`src/rtl/sad_pkg.sv`:
```
// Shared definitions for the per-partition minimum-SAD trackers:
// lane counts, SAD widths, default search range and the tracker state type.
package sad_pkg;

    // Lane count / SAD width pairs, one pair per partition size
    localparam int NUM_BLK_4X8  = 32;
    localparam int SAD_W_4X8    = 13;
    localparam int NUM_BLK_8X8  = 16;
    localparam int SAD_W_8X8    = 14;
    localparam int NUM_BLK_8X16 = 8;
    localparam int SAD_W_8X16   = 15;
    localparam int NUM_BLK_16X16 = 4;
    localparam int SAD_W_16X16  = 16;

    localparam int DEF_SR_W = 64;
    localparam int DEF_SR_H = 64;

    typedef enum logic [1:0] {
        IDLE   = 2'd0,
        SEARCH = 2'd1,
        DONE   = 2'd2
    } state_t;

    // SAD width that goes with a given lane count; 0 for an unknown partition
    function automatic int sad_w_for_lanes(input int lanes);
        case (lanes)
            NUM_BLK_4X8:   return SAD_W_4X8;
            NUM_BLK_8X8:   return SAD_W_8X8;
            NUM_BLK_8X16:  return SAD_W_8X16;
            NUM_BLK_16X16: return SAD_W_16X16;
            default:       return 0;
        endcase
    endfunction

endpackage

```
`src/rtl/sad_min_lane.sv`:
```
// One partition lane: running minimum SAD and the raw candidate index that
// produced it; the MV is that index re-centred by flipping its MSB.
module sad_min_lane #(
    parameter int SAD_W = 13,
    parameter int XW    = 6,
    parameter int YW    = 6
) (
    input  logic             clk,
    input  logic             rst_n,
    input  logic             clr,
    input  logic             first,
    input  logic             en,
    input  logic [SAD_W-1:0] sad,
    input  logic [XW-1:0]    cx,
    input  logic [YW-1:0]    cy,
    output logic [SAD_W-1:0] min_sad,
    output logic [XW-1:0]    best_mvx,
    output logic [YW-1:0]    best_mvy
);

    localparam logic [XW-1:0] X_HALF = XW'(1) << (XW - 1);
    localparam logic [YW-1:0] Y_HALF = YW'(1) << (YW - 1);

    logic [SAD_W-1:0] min_q;
    logic [XW-1:0]    idx_x;
    logic [YW-1:0]    idx_y;
    logic             update;

    // Strict less-than keeps the earliest candidate on ties
    assign update = en && (first || (sad < min_q));

    // NOTE: sequential state uses non-blocking assignments so every register
    // samples pre-edge values regardless of statement order.
    always_ff @(posedge clk or negedge rst_n) begin
        if (!rst_n) begin
            min_q <= '1;
            idx_x <= '0;
            idx_y <= '0;
        end else if (clr) begin
            min_q <= '1;
            idx_x <= '0;
            idx_y <= '0;
        end else if (update) begin
            min_q <= sad;
            idx_x <= cx;
            idx_y <= cy;
        end
    end

    assign min_sad  = min_q;
    assign best_mvx = idx_x ^ X_HALF;
    assign best_mvy = idx_y ^ Y_HALF;

endmodule

```
`src/rtl/sad_min_tracker.sv`:
```
// Per-partition minimum-SAD tracker: raster-scans an SR_W x SR_H window, one
// beat of NUM_BLK lane SADs per candidate, and keeps min SAD + MV per lane.
module sad_min_tracker
    import sad_pkg::*;
#(
    parameter int NUM_BLK = NUM_BLK_4X8,
    parameter int SAD_W   = SAD_W_4X8,
    parameter int SR_W    = DEF_SR_W,
    parameter int SR_H    = DEF_SR_H
) (
    input  logic                             clk,
    input  logic                             rst_n,
    input  logic                             start,
    input  logic                             sad_valid,
    input  logic [NUM_BLK*SAD_W-1:0]         sad_in,
    output logic                             sad_ready,
    output logic [NUM_BLK*SAD_W-1:0]         min_sad,
    output logic [NUM_BLK*$clog2(SR_W)-1:0]  best_mvx,
    output logic [NUM_BLK*$clog2(SR_H)-1:0]  best_mvy,
    output logic                             busy,
    output logic                             done,
    output logic                             result_valid
);

    localparam int XW = $clog2(SR_W);
    localparam int YW = $clog2(SR_H);
    localparam logic [XW-1:0] X_LAST = XW'(SR_W - 1);
    localparam logic [YW-1:0] Y_LAST = YW'(SR_H - 1);

    state_t         state, state_n;
    logic [XW-1:0]  cx;
    logic [YW-1:0]  cy;
    logic           done_q;
    logic           accept;
    logic           first_beat;
    logic           last_beat;

    // A beat arriving together with start belongs to the aborted search
    assign accept     = sad_valid && (state == SEARCH) && !start;
    assign first_beat = (cx == '0) && (cy == '0);
    assign last_beat  = accept && (cx == X_LAST) && (cy == Y_LAST);

    always_ff @(posedge clk or negedge rst_n) begin
        if (!rst_n) begin
            state <= IDLE;
        end else begin
            state <= state_n;
        end
    end

    // NOTE: state_n gets a default before the case so no path leaves it
    // unassigned, which would otherwise infer a latch.
    always_comb begin
        state_n = state;
        case (state)
            IDLE:    if (start) state_n = SEARCH;
            SEARCH: begin
                if (start)          state_n = SEARCH;
                else if (last_beat) state_n = DONE;
            end
            DONE:    if (start) state_n = SEARCH;
            default: state_n = IDLE;
        endcase
    end

    // Raster candidate counter; stalls while sad_valid is low
    always_ff @(posedge clk or negedge rst_n) begin
        if (!rst_n) begin
            cx <= '0;
            cy <= '0;
        end else if (start) begin
            cx <= '0;
            cy <= '0;
        end else if (accept) begin
            if (cx == X_LAST) begin
                cx <= '0;
                cy <= cy + YW'(1);
            end else begin
                cx <= cx + XW'(1);
            end
        end
    end

    // done rises on the same edge that makes the last beat's result visible
    always_ff @(posedge clk or negedge rst_n) begin
        if (!rst_n) begin
            done_q <= 1'b0;
        end else begin
            done_q <= last_beat;
        end
    end

    for (genvar i = 0; i < NUM_BLK; i++) begin : g_lane
        sad_min_lane #(
            .SAD_W (SAD_W),
            .XW    (XW),
            .YW    (YW)
        ) u_lane (
            .clk      (clk),
            .rst_n    (rst_n),
            .clr      (start),
            .first    (first_beat),
            .en       (accept),
            .sad      (sad_in[i*SAD_W +: SAD_W]),
            .cx       (cx),
            .cy       (cy),
            .min_sad  (min_sad[i*SAD_W +: SAD_W]),
            .best_mvx (best_mvx[i*XW +: XW]),
            .best_mvy (best_mvy[i*YW +: YW])
        );
    end

    assign sad_ready    = (state == SEARCH);
    assign busy         = (state == SEARCH);
    assign result_valid = (state == DONE);
    assign done         = done_q;

endmodule

```
`config.mk`:
```
export PLATFORM = sky130hd
export DESIGN_NAME = sad_min_tracker
export DESIGN_NICKNAME = d
export VERILOG_FILES = /design/src/rtl/sad_pkg.sv /design/src/rtl/sad_min_lane.sv /design/src/rtl/sad_min_tracker.sv
export SDC_FILE = /design/constraint.sdc
export NUM_CORES = 2
export LEC_CHECK = 0
export ABC_AREA = 1
export CORE_AREA = 2 2 475 477
export CTS_BUF_LIST = sky130_fd_sc_hd__clkbuf_4
export CTS_CLUSTER_SIZE = 28
export DETAILED_ROUTE_END_ITERATION = 10
export DIE_AREA = 0 0 477 479
export SLEW_MARGIN = 20
export SYNTH_ARGS = -nofsm -noshare
export SYNTH_HDL_FRONTEND = slang
export SYNTH_HIERARCHICAL = 1
export SYNTH_SLANG_ARGS = --single-unit
```
`constraint.sdc`:
```
create_clock -name clk -period 12 [get_ports clk]
set_input_delay 2.4 -clock clk [delete_from_list [all_inputs] [get_ports clk]]
set_output_delay 2.4 -clock clk [all_outputs]
set_load 0.005 [all_outputs]
```
==> results.md <==
* Die span in y at 479 um
* Area of the core region at 223600 um2
* I/O pin count at between 1000 and 1500
* Met1 layer usage reported by global route at 21.64%
* Status: complete, no violations
* Worst Hold Launch: g_lane[24].u_lane/min_sad[9]
* Deepest clock path buffer count at 3
* Global Route met3 Usage at 6.823%
* Pin slew with the least headroom to its limit at 1.099 ns
* HPWL reported at the end of detailed placement at 160200 um
* Final GP Congestion at 0.8900
* Cell with the largest stage delay on the worst path: sky130_fd_sc_hd__clkdlybuf4s50_1
* Number of instances in the placed design at 10160
* Fraction of final layout cells sized beyond drive strength 1 at 18.85%
* Max Clock Skew at 0.1062 ns
* Setup repair bufs after CTS at 0
* Hold-fix buffer count after cts at 0
* Min Clock Period, post-route at 5.079 ns
* Met2 track demand over resource in global routing at between 30% and 40%
* Total via count after detailed routing at between 40000 and 50000
* Average cell area after synthesis at 7.983 um2
* Yosys top cell area share at a little over a fifth
* Maximum level of the CTS H-tree at 4
* Final period util at 42.32%
* Overflow after GRT at 0
* Count of buffers from port buffering at 1223
* CTS sink cnt at 815
* Count of different cell masters after synthesis at 29
* Largest voltage drop on the vdd net at ~0.085 mV
* Global-route wire length before repair at 317500 um
* Synthesized instance count at between 6000 and 7000
* Startpoint types: register
* Insertion delay to the later sink of the worst-skew pair at 1.23 ns
* Initial Utilization at 23.39%
* Width of the die at 477 um
* Number of nets in the layout at roughly 8200
* Area of the mapped netlist at approximately 52000 um2
* Fraction of the yosys area taken by sequential cells at 40.00%
* Avg WL per Cell at 20.60 um
* Kind of end point of the critical path: primary output
* First-pass DRT Iterations at 7
* Total of max-cap violations at 0
* CTS tree: built
* Relative slew margins at around a quarter
* P&R area growth vs syn at 29.13%
* Number of CTS-inserted buffers at 238
* Class of the worst hold path: reg -> reg
* Top area cells in the synthesized netlist: sky130_fd_sc_hd__dfstp_2, sky130_fd_sc_hd__dfrtp_1, sky130_fd_sc_hd__nand2_1, sky130_fd_sc_hd__ha_1, sky130_fd_sc_hd__nand3_1
* DRC viols at 0
* Total Negative Setup Slacks at 0 ns
* Count of final hold-check violations at 0
* DRT Wirelength at 219300 um
* Cell row count at 174
* CP max stage delay at about 0.8 ns
* Buffer type at the clock tree root: sky130_fd_sc_hd__clkbuf_4
* Critical Path Source: state[0]
* Number of storage elements in the synthesis netlist at about 820
* Cells traversed along the worst timing path: inv_1 -> nor2_4 -> clkdlybuf4s50_1
* Count of synthesis-stage warnings from yosys at 6
* Vias per cell at between 4 and 5
* Arrival time at the worst endpoint at 2.68 ns
* Number of antenna violations at the first check in global routing at 64
* RSZ-0062 raised after global routing: no
* Area leader, netlist: sky130_fd_sc_hd__dfstp_2
* Fillcell total at 23790
* Routing layer with the top usage in global route: met2
* Worst-path clk slew at 0.06 ns
* Worst reg2reg path startpoint: cx[0]
* Worst EP required at 9.60 ns
* CP Max Fanout at 3
* Remaining antenna violation count at 0
* Initial DRC Count at approximately 3800
* Final instance count without filler cells at roughly 11000
* Number of failing setup endpoints in the final timing report at 0
* CTS-repair resized insts at 0
* Die footprint at 228500 um2
* Total nets after synthesis at 7358
* GRT Resource Usage Total at 18.47%
* Vias in the first global route at roughly 47000
* Static leakage at 0.03443 uW
* Total power per unit cell area at 117.6 nW/um2
* Maximum number of pins on one net before global-route repair at 162
* Pins over their slew limit at 0
* Peak Freq at 0.1969 GHz
* Type of the worst setup path: reg -> out
[Yosys cell counts, drive strengths merged]
library cell / instances
nand4: 389
nor2: 175
ha: 388
nor3: 2
clkbuf: 96
dfstp: 416
or2: 384
xor2: 1
a21oi: 96
o21ai: 10
inv: 754
clkinv: 2
nand3: 875
nand2: 2017
dfrtp: 399
buf: 545
o31ai: 1
[worst max-delay path, delay by kind of cell, from the launching register on]
family                 cells  cell delay, ns
DFF                        1            0.38
and+or+nand+nor            1            0.19
buffers and inverters      2            0.91
[flip-flops by register name, indices dropped and copies added (netlist names)]
signal / cells
g_lane.u_lane/idx_y: 192
done: 1
cy: 6
g_lane.u_lane/idx_x: 192
state: 2
cx: 6
g_lane.u_lane/min_sad: 416
[metrics by stage]
stage          setup slack (ns)  cell area, um2  hold slack [ns]  util [%]  total power [uW]
6_report                  6.921           67520           0.4929     30.20              7939
5_1_grt                   6.555           67470           0.5073     30.18              8438
4_1_cts                   6.510           67430           0.4964     30.16              8078
3_5_place_dp              6.081           64310           0.4859     28.76              5229
3_3_place_gp              6.148           64310           0.4813     28.76              5193
2_1_floorplan             3.975           52290           0.4714         -              4258
[cell families after synthesis]
group / Yosys count / synth area share [%]
AO/OA/AOI/OAI: 107 / 1.065
buffers and inverters: 1397 / 13.87
adder cells (fa/ha/maj): 388 / 9.285
flip-flops: 815 / 40.00
AND/OR/NAND/NOR: 3842 / 35.76
XOR/XNOR: 1 / 0.01675
[layout by cell type (no fill, tap or decap), drive strengths merged]
cell type and n:
dfstp 416, nand3 875, a21oi 96, nand2 2017, diode 35, clkinv 79, nor2 175, clkbuf 364
xor2 1, clkinvlp 3, inv 761, nor3 2, ha 388, or2 384, clkdlybuf4s50 1221, o21ai 10
o31ai 1, buf 39, nand4 389, dfrtp 399
[area by class of cell]
cell class	count	area, um2	area share, %
Antenna cell	35	87.58	0.1297
Clock buffer	364	2733	4.047
Clock inverter	87	394.1	0.5837
Inverter	756	2848	4.218
Multi-Input combinational cell	4338	24130	35.73
Sequential cell	815	20960	31.04
Tap cell	2992	3744	5.544
Timing Repair Buffer	1260	12630	18.70
[layer usage]
layer | up-vias | wire, um
met5 | - | 299
met4 | 44 | 9262
met3 | 459 | 20790
met2 | 1991 | 102300
met1 | 22940 | 86650
li1 | 22640 | -
[worst paths after layout]
path / to / slack, ns / cells past startpoint
hold reg to reg: g_lane[24].u_lane/min_sad[9] / 0.49 / 2
hold / removal: g_lane[24].u_lane/min_sad[9] / 0.49 / 2
setup reg to reg: g_lane[14].u_lane/min_sad[3] / 8.15 / 12
min in group asynchronous: g_lane[13].u_lane/idx_x[1] / 1.22 / 1
max in group asynchronous: g_lane[5].u_lane/idx_x[1] / 8.42 / 3
setup / recovery: busy / 6.92 / 3
[power breakdown]
part           switching, uW  internal [uW]
Combinational           1090            834
Sequential               197           3060
Clock                   1370           1390
Power figures use the tool's default switching activity.
